==> config.mk <==
export PLATFORM = sky130hd
export DESIGN_NAME = mod997_residue_acc
export DESIGN_NICKNAME = d
export VERILOG_FILES = /design/src/rtl/mod997_pkg.sv /design/src/rtl/mod997_add.sv /design/src/rtl/mod997_residue_acc.sv
export SDC_FILE = /design/constraint.sdc
export NUM_CORES = 1
export LEC_CHECK = 0
export ABC_CLOCK_PERIOD_IN_PS = 7600
export CAP_MARGIN = 0
export CORE_MARGIN = 1.5
export CORE_UTILIZATION = 35
export DETAILED_ROUTE_END_ITERATION = 7
export PLACE_DENSITY = 0.62
export SYNTH_ARGS = -nofsm -noshare
export SYNTH_HDL_FRONTEND = slang
export SYNTH_SLANG_ARGS = --single-unit
==> constraint.sdc <==
create_clock -name clk -period 7.6 [get_ports clk]
set_input_delay 2.28 -clock clk [delete_from_list [all_inputs] [get_ports clk]]
set_output_delay 2.28 -clock clk [all_outputs]
set_load 0.005 [all_outputs]
==> src/rtl/mod997_pkg.sv <==
// rtl/mod997_pkg.sv - shared mod-997 residue constants and types
package mod997_pkg;

  localparam int MODULUS = 997;
  localparam int RES_W   = 10;

  typedef logic [RES_W-1:0] residue_t;

endpackage

==> src/rtl/mod997_add.sv <==
// rtl/mod997_add.sv - combinational (a + b) mod 997 for a, b < 997
module mod997_add
  import mod997_pkg::*;
(
  input  logic [RES_W-1:0] a,
  input  logic [RES_W-1:0] b,
  output logic [RES_W-1:0] sum
);

  logic [RES_W:0] raw;

  // Both operands are below the modulus, so one conditional subtract suffices.
  always_comb begin
    raw = {1'b0, a} + {1'b0, b};
    if (raw >= (RES_W+1)'(MODULUS)) begin
      sum = RES_W'(raw - (RES_W+1)'(MODULUS));
    end else begin
      sum = raw[RES_W-1:0];
    end
  end

endmodule

==> src/rtl/mod997_residue_acc.sv <==
// rtl/mod997_residue_acc.sv - frame accumulator of chunk residues mod 997
// Optional input range check enabled by defining MOD997_ACC_RANGE_CHECK_EN.
module mod997_residue_acc
  import mod997_pkg::*;
#(
  parameter int CNT_W = 7
) (
  input  logic             clk,
  input  logic             rst_n,
  input  logic             in_valid,
  output logic             in_ready,
  input  logic [RES_W-1:0] in_res,
  input  logic             in_last,
  output logic             out_valid,
  input  logic             out_ready,
  output logic [RES_W-1:0] out_res,
  output logic [CNT_W-1:0] out_cnt,
  output logic             out_err
);

  typedef enum logic [1:0] {IDLE, ACC, DONE} state_t;

  state_t           state;
  residue_t         acc;
  logic [CNT_W-1:0] cnt;
  logic             err;

  residue_t         term;
  logic             range_err;
  residue_t         sum;
  residue_t         acc_nxt;
  logic [CNT_W-1:0] cnt_nxt;
  logic             err_nxt;
  logic             cnt_full;
  logic             take;
  logic             give;

`ifdef MOD997_ACC_RANGE_CHECK_EN
  always_comb begin
    range_err = (in_res >= RES_W'(MODULUS));
    term      = range_err ? in_res - RES_W'(MODULUS) : in_res;
  end
`else
  assign range_err = 1'b0;
  assign term      = in_res;
`endif

  mod997_add u_add (
    .a   (acc),
    .b   (term),
    .sum (sum)
  );

  assign in_ready = (state != DONE);
  assign take     = in_valid && in_ready;
  assign give     = out_valid && out_ready;
  assign cnt_full = &cnt;

  // The first term of a frame replaces the accumulator rather than adding to it.
  always_comb begin
    acc_nxt = sum;
    cnt_nxt = cnt_full ? cnt : cnt + CNT_W'(1);
    err_nxt = err | range_err | cnt_full;
    if (state == IDLE) begin
      acc_nxt = term;
      cnt_nxt = CNT_W'(1);
      err_nxt = range_err;
    end
  end

  always_ff @(posedge clk or negedge rst_n) begin
    if (!rst_n) begin
      state     <= IDLE;
      acc       <= '0;
      cnt       <= '0;
      err       <= 1'b0;
      out_valid <= 1'b0;
      out_res   <= '0;
      out_cnt   <= '0;
      out_err   <= 1'b0;
    end else begin
      case (state)
        IDLE, ACC: begin
          if (take) begin
            acc <= acc_nxt;
            cnt <= cnt_nxt;
            err <= err_nxt;
            if (in_last) begin
              state     <= DONE;
              out_valid <= 1'b1;
              out_res   <= acc_nxt;
              out_cnt   <= cnt_nxt;
              out_err   <= err_nxt;
            end else begin
              state <= ACC;
            end
          end
        end
        DONE: begin
          if (give) begin
            state     <= IDLE;
            out_valid <= 1'b0;
          end
        end
        default: state <= IDLE;
      endcase
    end
  end

endmodule
Word level (Yosys, flattened, before mapping)
Index checks and enable logic that the tools add are counted.
- flip-flop bits (word level): 39
- bits of input ports: 15
- output and inout port bits: 20
- word-level logic and storage cells: 42
- $add $sub $neg: 3
- $lt $le $gt $ge: 1
- equal/unequal tests: 6
- multiplexer cells: 13
- bitwise logic cells: 1
- reduce and logical (&&, ||, !) cells: 10
- operator list (cell ; count):
    $mux 10 ; 2
    $mux 7 ; 2
    $add 10x10->11 ; 1
    $ge 11x10->1 const B ; 1
    $sub 10x10->10 const B ; 1
    $ne 2x2->1 const B ; 4
    $add 7x1->7 const B ; 1
    $reduce_and 7->1 ; 1
    $mux 2 ; 3
    $mux 1 ; 4
    $pmux 2 s2 ; 1
    $reduce_and 2->1 ; 2
    $reduce_and 4->1 ; 1
    $reduce_and 3->1 ; 1
    $eq 2x1->1 const B ; 1
    $eq 2x2->1 const B ; 1
    $logic_and 1x1->1 ; 2
    $logic_not 2->1 ; 1
    $pmux 1 s2 ; 1
    $reduce_bool 2->1 ; 1
    $reduce_or 2->1 ; 1
    $or 1x1->1 ; 1

Depth between registers and ports, before layout
Gate-level depths: netlist (run 1).
- depth after elaboration: 4
- depth in mapped cells: 12
- mapped depth without buffers: 11

Hierarchy
From an unflattened synthesis (run 1), not the netlist that was laid out.
- cell total of the unflattened synthesis: 288
- area, all modules: 2598.7 um2
- modules (own cells, without submodules) (module ; times used ; cells an instance ; area each (um2) ; seq. area each (um2)):
    mod997_residue_acc ; 1 ; 171 ; 1752.9 ; 975.9
    mod997_add ; 1 ; 117 ; 845.8 ; 0.0

Least setup slack after synthesis (run 1)
OpenSTA, ideal clock, no wires.
- path type: in2reg
- start point: input port in_res[0]
- end point: register acc[2]
- setup time: 0.126 ns
- arrival: 4.813 ns
- required time: 7.474 ns
- slack: 2.662 ns
- stages on the path: 12
- buffers on the path: 1
- cells stage by stage: ha_1 inv_1 fa_1 nor2b_1 o21a_1 or3_1 a211oi_1 a2111o_1 buf_6 a21oi_1 mux2i_1 a221o_1
- longest elaborated chain between the ends: 4
- elaborated cells between the ends (all ways): 5
- classes of those cells: add/sub: 2; order compare: 1; mux: 2
- RTL lines (what ; line ; text):
    from (decl) ; mod997_residue_acc.sv:12 ; input logic [RES_W-1:0] in_res,
    $add 10x10->11 (*) ; mod997_add.sv:14 ; raw = {1'b0, a} + {1'b0, b};
    $sub 10x10->10 or $ge 11x10->1 (tied branches) ; mod997_add.sv:16, mod997_add.sv:15 ;
    $mux 10 (*) ; mod997_add.sv:15 ; if (raw >= (RES_W+1)'(MODULUS)) begin
    $mux 10 (*) ; mod997_residue_acc.sv:64 ; if (state == IDLE) begin
    to (signal assigned) ; mod997_residue_acc.sv:85 ; acc <= acc_nxt;
    to (decl) ; mod997_residue_acc.sv:24 ; residue_t acc;
Every way passes the cells marked *; elsewhere a longest branch is shown, timed or not.
A chain may end at the register's enable or synchronous reset.

Worst setup path after layout (run 1)
- start point: input port in_res[0]
- end point: register acc[8]
The elaborated chain is that of the path after synthesis.

==> summary.txt, run 1 <==
Outcome
  – Status: completed

GRT
  – Initial antenna violation count: 0
  – Gr ovfl total: 0
  – Overall routing resource usage: between 10% and 20%
  – Largest net degree at the start of global routing: 40
  – Vias in the first global route: approximately 2100
  – First-pass GRT wire length: between 10000 and 15000 um

Synthesis
  – Most used DFF post-synth: dfrtp_1
  – Mean post-synth cell area: 8.650 um^2
  – Largest family of logic cells by synthesized area: compound AO/OA/AOI/OAI gates
  – Syn nets: between 300 and 400
  – Area contributors post-synth: dfrtp_1, ha_1, nand2_1, o21ai_0, a21oi_1
  – Synth Area in Simple Gates: between 10% and 20%
  – Synth Register Bits: 39
  – FFs w/ async S/R, synth: 100.0%
  – Post-synth top area share: around 38%
  – Sequential area share after synthesis: between 30% and 40%
  – Post-synthesis cell count: approximately 300
  – Compound-Gate Fraction of Synth Area: about a quarter
  – Count of cell types in the netlist: 51
  – EDFF count, synth: 0
  – Post-Syn Area: 0.002586 mm^2
  – Yosys Warn Count: 0
  – Post-synthesis adder-cell area fraction: about 7.1%
  – Dominant cell type by area after synthesis: dfrtp_1
  – Mux cell area share after synthesis: between 3 and 4%
  – Xor/xnor share of the synthesized area: 3.048%

Worst setup path
  – Critical path arrival: ~5900 ps
  – Worst EP required: roughly 7800 ps
  – CP startpoint kind: input port
  – FF-to-FF Start: acc[0]
  – Critical path type: in -> reg
  – Reg2Reg Setup Slack: around 4000 ps
  – Worst Setup SP: in_res[0]
  – Reg2reg path depth: 11
  – Worst setup EP type: flop
  – Max FO, Critical Path: 11
  – Reg2reg end: acc[8]
  – CP Capture Point: acc[8]

Route
  – WL met2: between 2000 and 3000 um
  – # DRC: 0
  – Vias/cell: 5.339
  – Avg WL per Cell: approximately 16 um
  – Metal-1 WL: 3515 um
  – Met3 wire len: about 220 um
  – Highest Signal Layer: met4
  – Via count: ~2300
  – Drt first pass iters: 4
  – 1st-iter DRT viols: between 100 and 150
  – Final ANT Viol Nets: 0
  – WL final: between 6000 and 7000 um

Clocking
  – Longest Clk Path Bufs: 2
  – # hold bufs at CTS: 0
  – Post-CTS Resized: 0
  – CTS Root Buffer Type: clkbuf_8
  – Reg clk slew, reported paths: 90 ps
  – Setup bufs post-CTS: 0
  – Htree depth: 2
  – Worst-Skew Late Latency: roughly 310 ps
  – TritonCTS clock tree: done
  – CTS sink cnt: 39
  – Num CTS Buffers: 5

Place
  – Routability Congestion: slightly below 0.9
  – DP HPWL: around 4600 um
  – Port Buffer Count: 34
  – Place WS: 1669 ps

Die
  – Initial Utilization: 35.85%
  – Die area: 0.007914 mm^2
  – DIE WIDTH: about 89 um
  – Num ports: 35
  – Die Span Y: between 80 and 90 um
  – Row cnt: 31
  – Core Area: about 0.0072 mm^2

STA
  – WHS: roughly 480 ps
  – RSZ-0062 raised after global routing: no
  – Setup Skew: between 8 and 9 ps
  – Period utilization: about three quarters
  – Setup violators final: 0
  – Final setup TNS: 0 ps
  – Final Hold Viols: 0
  – Worst-Margin Slew: between 1000 and 1500 ps
  – Max Slew Vio Count: 0
  – Slew margin rel.: between 30 and 40%
  – Max Fclk: approximately 0.17 GHz
  – Setup ws final: 1878 ps
  – Crit path time final: approximately 5700 ps

Power
  – Leakage power: approximately 1.3 nW
  – Pwr Total: ~1.2 mW
  – Max rail drop VDD: approximately 0.14 mV
  – PwrDens: just over 400 mW/mm^2

Flow run
  – Max Cap Viol: 0

Cells and area
  – Layout area overhead: 19.40%
  – Storage cell area: 975.9 um^2
  – Diodes inserted: 0
  – FILL cells: approximately 750
  – Multi-input logic area: approximately 0.0015 mm^2
  – Layout cell share with drive strength beyond 1: under 10%
  – Layout Nets: roughly 360

Hold path
  – HP Class: reg -> reg
## worst min-delay path by stage
stage	startpoint	end	cells after the start
after floorplan	acc[4]	acc[4]	2
after global placement	out_res[2]	out_res[2]	2
after detailed placement	out_res[1]	out_res[1]	2
after CTS	out_res[1]	out_res[1]	2
after global routing	out_res[1]	out_res[1]	2
final	out_res[2]	out_res[2]	2
## area by class of cell
class / instances / area share [%]
well taps: 99 / 4.011
flip-flops and latches: 39 / 31.60
clock buffers: 5 / 2.229
repair buffers: 35 / 11.10
inverters: 8 / 0.9724
multi-input cells: 239 / 49.31
clock inverters: 3 / 0.7699
## sequential cells by signal, indices dropped and copies added (netlist names)
| signal | count |
|---|---|
| out_valid | 1 |
| cnt | 7 |
| out_err | 1 |
| out_res | 10 |
| state | 2 |
| err | 1 |
| out_cnt | 7 |
| acc | 10 |
## kinds of logic after synthesis
logic type	after synthesis
compound gates	100
xor+xnor	9
fa+ha+maj	14
buf+inv	21
flops	39
mux	9
simple gates	107
## cells in the final DEF, fill, tap and decap left out, types with 8 or more instances in the layout
cell type         n
a21oi_1          22
clkdlybuf4s50_1  33
dfrtp_1          39
ha_1             13
inv_1             8
mux2i_1           9
nand2_1          42
nand3_1          18
nor2_1           21
o21ai_0          28
## power breakdown
part	internal, mW	total, mW	leakage, nW	switching [mW]
clock	0.0658	0.155	0.0408	0.0894
combinational	0.323	0.749	0.749	0.427
sequential	0.284	0.337	0.494	0.0526
## metal layers
layer	vias up	track usage, %
met4	0	4.755
met1	1080	25.73
met5	-	0
met2	45	27.41
met3	7	2.493
li1	1153	-
## synth_stat cells, types with 3 or more instances
cell type,count
a211o_1,3
a211oi_1,6
a21o_1,5
a21oi_1,22
a31oi_1,4
and2_1,4
clkbuf_1,11
dfrtp_1,39
ha_1,13
inv_1,8
mux2i_1,9
nand2_1,42
nand3_1,18
nand3b_1,3
nor2_1,21
nor3_1,5
o21ai_0,28
o31ai_1,7
xnor2_1,6
xor2_1,3
## metrics by stage
stage                     cells  cell area [um^2]  utilization [%]
after global routing        428              3088            42.80
after global placement      420              2995            41.52
final                       428              3088            42.80
after detailed placement    420              2995            41.52
after CTS                   428              3088            42.80
after floorplan             299              2586                -
## worst max-delay path, cell delays in order
cell,delay (ps)
clkdlybuf4s50_1,490
ha_1,220
inv_1,70
fa_1,430
nor2b_1,200
o31a_1,250
a2bb2oi_1,290
nand2_1,210
a2111o_1,490
a211oi_1,560
mux2i_1,150
a221o_1,280
No activity file was read; power rests on OpenSTA's default activity.
==> run 2, diff against run 1 <==
Settings changed: ABC_CLOCK_PERIOD_IN_PS 7600 to 4600, PLACE_DENSITY 0.62 to 0.64.
Clock period 7.6 ns to 4.6 ns, I/O delays scaled along.
==> run 2 against run 1 <==
Sequential cell count stayed put. Routed wire length up 2.4%. Clock-buffer cell count stayed put. First-iteration DRC count up 25%. Core utilization increased by 2.9 points. Clock skew shrank 1.5 ps. Die area is the same. Global-route usage grew 0.84 points. Cell count grew 6.3%. Final area rose by 6.9%. Sequential power rose by 66%. Total power up 81%. Largest power group unchanged. Highest routed layer unchanged.
==> summary.txt, run 2 (same netlist as run 1, synthesis figures left out) <==
STA
  – Max Fclk: between 0.2 and 0.25 GHz
  – Setup violators final: 0 (unchanged)
  – Slew margin rel.: 40.43% (+9.9 points)
  – Final Hold Viols: 0 (unchanged)
  – Final setup TNS: 0 ps (unchanged)
  – Max Slew Vio Count: 0 (unchanged)
  – Worst-Margin Slew: 893.6 ps (-146.2 ps)
  – Setup Skew: 6.757 ps (-1.476 ps)
  – RSZ-0062 raised after global routing: no
  – Setup ws final: 268.5 ps (-1609 ps)
  – Crit path time final: about 4300 ps
  – Period utilization: roughly 94%

Outcome
  – Status: completed

Die
  – Die Span Y: 88.96 um (unchanged)
  – Core Area: 0.007214 mm^2 (unchanged)
  – Die area: 0.007914 mm^2 (unchanged)
  – Initial Utilization: 35.85% (unchanged)
  – DIE WIDTH: 88.96 um (unchanged)
  – Num ports: 35 (unchanged)
  – Row cnt: 31 (unchanged)

Place
  – Post-DP Area: 0.003198 mm^2 (+6.8%)
  – Place WS: -54.53 ps (-1724 ps)
  – DP HPWL: 5070 um (+9.6%)
  – Routability Congestion: 0.9561 (+7.7%)
  – Port Buffer Count: 34 (unchanged)

Clocking
  – Worst-Skew Late Latency: 300 ps (about the same)
  – Longest Clk Path Bufs: 2 (unchanged)
  – CTS sink cnt: 39 (unchanged)
  – TritonCTS clock tree: done
  – Post-CTS Resized: 0 (unchanged)
  – Reg clk slew, reported paths: 90 ps (about the same)
  – Setup bufs post-CTS: 0 (unchanged)
  – Num CTS Buffers: 5 (unchanged)
  – Htree depth: 2 (unchanged)
  – # hold bufs at CTS: 0 (unchanged)
  – CTS Root Buffer Type: clkbuf_8

Hold path
  – HP Class: reg -> reg
  – Worst Hold Depth: 2 (unchanged)

Power
  – Leakage power: 1.417 nW (+10%)
  – Pwr Total: 2.253 mW (+81%)
  – Max rail drop VDD: 0.2341 mV (+66%)
  – PwrDens: 682.5 mW/mm^2 (+70%)

Worst setup path
  – Worst EP required: 4790 ps (-3010 ps)
  – CP startpoint kind: input port
  – Crit path max-delay cell type: a2111o_1
  – Critical path type: in -> reg
  – Peak per-stage delay on the critical path: 490 ps (-70 ps)
  – CP top delay family: compound AO/OA/AOI/OAI gates
  – Cell count along the critical path: 11 (-1)
  – Worst-path cell chain: clkdlybuf4s50_1 -> ha_1 -> a211oi_2 -> o211ai_2 -> a221oi_2 -> nand4_1 -> a2111o_1 -> buf_4 -> a21oi_1 -> mux2i_1 -> nand3_1
  – Reg2reg path depth: 10 (-1)
  – Critical path arrival: 4520 ps (-1400 ps)
  – Worst setup EP type: flop
  – WP buf/inv: 2 (unchanged)
  – Max FO, Critical Path: 7 (-4)
  – Reg2Reg Setup Slack: 1440 ps (-2550 ps)

Cells and area
  – Diodes inserted: 0 (unchanged)
  – Layout cell share with drive strength beyond 1: 12.92% (+7.8 points)
  – Layout Nets: 384 (+7.6%)
  – Layout area overhead: 27.62%
  – Most frequent cells in the layout: nand2_1, dfrtp_1, clkdlybuf4s50_1, o21ai_0, buf_4
  – Final core utilization: 45.75% (+2.9 points)
  – Top Registers: acc (10), out_res (10)
  – Most common cell after layout, fill and taps aside: nand2_1
  – Cell area after layout: 0.003301 mm^2 (+6.9%)

Route
  – # DRC: 0 (unchanged)
  – Drt first pass iters: 4 (unchanged)
  – Vias/cell: 5.327 (-0.21%)
  – Avg WL per Cell: 15.15 um (-3.7%)
  – Final ANT Viol Nets: 0 (unchanged)
  – WL final: 6891 um (+2.4%)
  – Via count: 2424 (+6.1%)
  – 1st-iter DRT viols: 149 (+25%)

GRT
  – Largest net degree at the start of global routing: 40 (unchanged)
  – Initial antenna violation count: 0 (unchanged)
  – First-pass GRT wire length: 11070 um (+5.7%)
  – Vias in the first global route: 2275 (+8.3%)
  – Gr ovfl total: 0 (unchanged)
  – Overall routing resource usage: 18.46% (+0.84 points)

Flow run
  – Max Cap Viol: 0 (unchanged)
==> run 2: final timing paths <==
check / startpoint / endpoint
hold reg to reg: out_cnt[2] / out_cnt[2]
hold / removal: out_cnt[2] / out_cnt[2]
setup / recovery: in_res[1] / out_res[3]
setup reg to reg: acc[1] / out_res[3]
max in group asynchronous: rst_n / out_res[5]
min in group asynchronous: rst_n / acc[6]
==> run 2: stage by stage <==
| stage | cells | hold slack, ps |
|---|---|---|
| 2_1_floorplan | 299 | 452.6 |
| 3_3_place_gp | 447 | 463.9 |
| 3_5_place_dp | 447 | 471.7 |
| 4_1_cts | 455 | 491.9 |
| 5_1_grt | 455 | 516.3 |
| 6_report | 455 | 483.9 |
==> run 2: final cells by class <==
class                           instances  area (um^2)
Inverter                                8        30.03
Clock buffer                            5        68.82
Sequential cell                        39        975.9
Tap cell                               99        123.9
Timing Repair Buffer                   62        545.5
Multi-Input combinational cell        239         1533
Clock inverter                          3        23.77
Fill cell                             735         3914
==> run 2: power breakdown <==
| part | internal (mW) | switching, mW | total [mW] |
|---|---|---|---|
| logic | 0.684 | 0.755 | 1.44 |
| clock network | 0.109 | 0.146 | 0.255 |
| registers | 0.470 | 0.0884 | 0.558 |
==> run 2: tightest hold or removal path, delay by kind of cell (launching register included) <==
kind               cells  cell delay, ps
DFF                    1             350
and+or+nand+nor        1              50
AOI/OAI and AO/OA      1              50
==> run 2: layer usage <==
layer,wire (um),up-vias,GRT usage (%)
met5,0,-,0
met4,55,0,5.734
met3,466,7,3.416
met2,3009,83,28.03
met1,3359,1130,26.78
li1,-,1204,-
==> run 3, diff against run 2 <==
Settings changed: CORE_UTILIZATION 35 to 25, PLACE_DENSITY 0.64 to 0.51, SETUP_SLACK_MARGIN set to 0.05.
==> run 3 against run 2 <==
Routed wire length up 7.4%. Non-clock buffer count down 1. Die area up 39%. Fmax up 0.37%. Clock power up 16%. Critical path depth unchanged. Global-route usage down 4.1 points.
==> summary.txt, run 3 (same netlist as run 1, synthesis figures left out) <==
STA
  – WHS: 487.0 ps (+3.126 ps)
  – Worst-Margin Slew: 954.4 ps (+60.76 ps)
  – Max Slew Vio Count: 0 (unchanged)
  – Setup Skew: 5.710 ps (-1.046 ps)
  – Period utilization: 93.82% (-0.34 points)
  – Final setup TNS: 0 ps (unchanged)
  – Setup violators final: 0 (unchanged)
  – Max Fclk: 0.2317 GHz (+0.37%)
  – Crit path time final: 4316 ps (-15.79 ps)
  – Slew margin rel.: 36.38% (-4.1 points)
  – Final Hold Viols: 0 (unchanged)
  – RSZ-0062 raised after global routing: no

Hold path
  – HP Class: reg -> reg

Clocking
  – CTS Root Buffer Type: clkbuf_8
  – Htree depth: 2 (unchanged)
  – CTS sink cnt: 39 (unchanged)
  – TritonCTS clock tree: done
  – Worst-Skew Late Latency: 290 ps (about the same)
  – Reg clk slew, reported paths: 90 ps (about the same)
  – Longest Clk Path Bufs: 2 (unchanged)
  – Setup bufs post-CTS: 0 (unchanged)
  – Num CTS Buffers: 5 (unchanged)

Power
  – Leakage power: 1.429 nW (+0.86%)
  – Pwr Total: 2.300 mW (+2.1%)
  – PwrDens: 685.8 mW/mm^2 (+0.48%)
  – Max rail drop VDD: 0.2318 mV (-1.0%)

Route
  – Drt first pass iters: 4 (unchanged)
  – Via count: 2416 (-0.33%)
  – Final ANT Viol Nets: 0 (unchanged)
  – # DRC: 0 (unchanged)
  – Avg WL per Cell: 15.17 um (+0.17%)
  – 1st-iter DRT viols: 179 (+20%)
  – WL final: 7403 um (+7.4%)
  – Vias/cell: 4.951 (-7.1%)

Worst setup path
  – Max FO, Critical Path: 7 (unchanged)
  – Critical path type: in -> reg
  – CP startpoint kind: input port
  – Worst EP required: 4780 ps (about the same)
  – Worst setup EP type: flop
  – Critical path arrival: 4500 ps (-20 ps)

Die
  – Die Span Y: 104.7 um (+18%)
  – Initial Utilization: 26.10% (-9.7 points)
  – Die area: 0.01096 mm^2 (+39%)
  – Core Area: 0.009910 mm^2 (+37%)
  – DIE WIDTH: 104.7 um (+18%)
  – Row cnt: 36 (+16%)
  – Num ports: 35 (unchanged)

GRT
  – Largest net degree at the start of global routing: 40 (unchanged)
  – First-pass GRT wire length: 12660 um (+14%)
  – Vias in the first global route: 2482 (+9.1%)
  – Overall routing resource usage: 14.38% (-4.1 points)
  – Initial antenna violation count: 0 (unchanged)
  – Gr ovfl total: 0 (unchanged)

Cells and area
  – Layout area overhead: 29.66%
  – Layout cell share with drive strength beyond 1: 12.11% (-0.81 points)
  – Most frequent cells in the layout: nand2_1, dfrtp_1, clkdlybuf4s50_1, o21ai_0, buf_4
  – Layout Nets: 383 (-0.26%)
  – Top Registers: acc (10), out_res (10)
  – Final core utilization: 33.84% (-12 points)
  – Most common cell after layout, fill and taps aside: nand2_1
  – Diodes inserted: 0 (unchanged)

Place
  – Port Buffer Count: 34 (unchanged)
  – Routability Congestion: 0.9007 (-5.8%)
  – DP HPWL: 5421 um (+6.9%)

Outcome
  – Status: completed

Flow run
  – Max Cap Viol: 0 (unchanged)
==> run 3: changes by cell type in the layout (fill, tap and decap cells not counted), sizes merged <==
cell and change:
buf -1, bufinv +1, clkinv +2, clkinvlp -2, inv -1
==> run 3: worst max-delay path, stage by stage <==
cell and delay (ps):
clkdlybuf4s50_1 470, ha_1 370, a211oi_4 340, o211ai_2 140, a2111oi_1 370, nor3_1 130
a2111o_1 520, a211oi_1 290, buf_4 170, mux2i_1 60, a221o_1 250
==> run 3: path summary, 6_finish.rpt <==
check / cells past startpoint / slack (ps) / end / from
min in group asynchronous: 1 / 1230 / acc[6] / rst_n
min reg2reg: 2 / 490 / out_res[9] / out_res[9]
max in group asynchronous: 1 / 2770 / out_cnt[1] / rst_n
max: 11 / 280 / acc[8] / in_res[1]
min: 2 / 490 / out_res[9] / out_res[9]
max reg2reg: 10 / 1500 / acc[8] / acc[1]
==> run 3: metal layers <==
layer / part of all wire, % / global-route usage [%]
met5: 0 / 0
met3: 4.5 / 2.807
met4: 1.2 / 4.207
met2: 43 / 22.23
met1: 52 / 20.26
==> run 3: where the power goes <==
part | switching, mW | internal [mW] | total (mW)
combinational | 0.757 | 0.687 | 1.44
clock | 0.134 | 0.162 | 0.296
sequential | 0.0890 | 0.470 | 0.559
total | 0.980 | 1.32 | 2.30
==> run 3: cell type report <==
type,count,area (um^2)
fillers,1077,6556
clock buffers,5,68.82
multi-input cells,239,1530
inverters,8,30.03
well taps,133,166.4
repair buffers,61,538.0
clock inverters,3,43.79
flip-flops and latches,39,975.9
==> run 3: per-stage QoR <==
step | std cells | setup WS, ps | area (um^2)
3_3_place_gp | 480 | 29.02 | 3233
2_1_floorplan | 299 | 561.6 | 2586
3_5_place_dp | 480 | -30.94 | 3233
6_report | 488 | 284.3 | 3353
4_1_cts | 488 | 270.7 | 3346
5_1_grt | 488 | 64.65 | 3353
==> run 3: timing repair <==
| item | in CTS | in global routing |
|---|---|---|
| hold buffers | 0 | 0 |
| endpoints found under the setup margin | 0 | 3 |
| resized for setup | 0 | 1 |
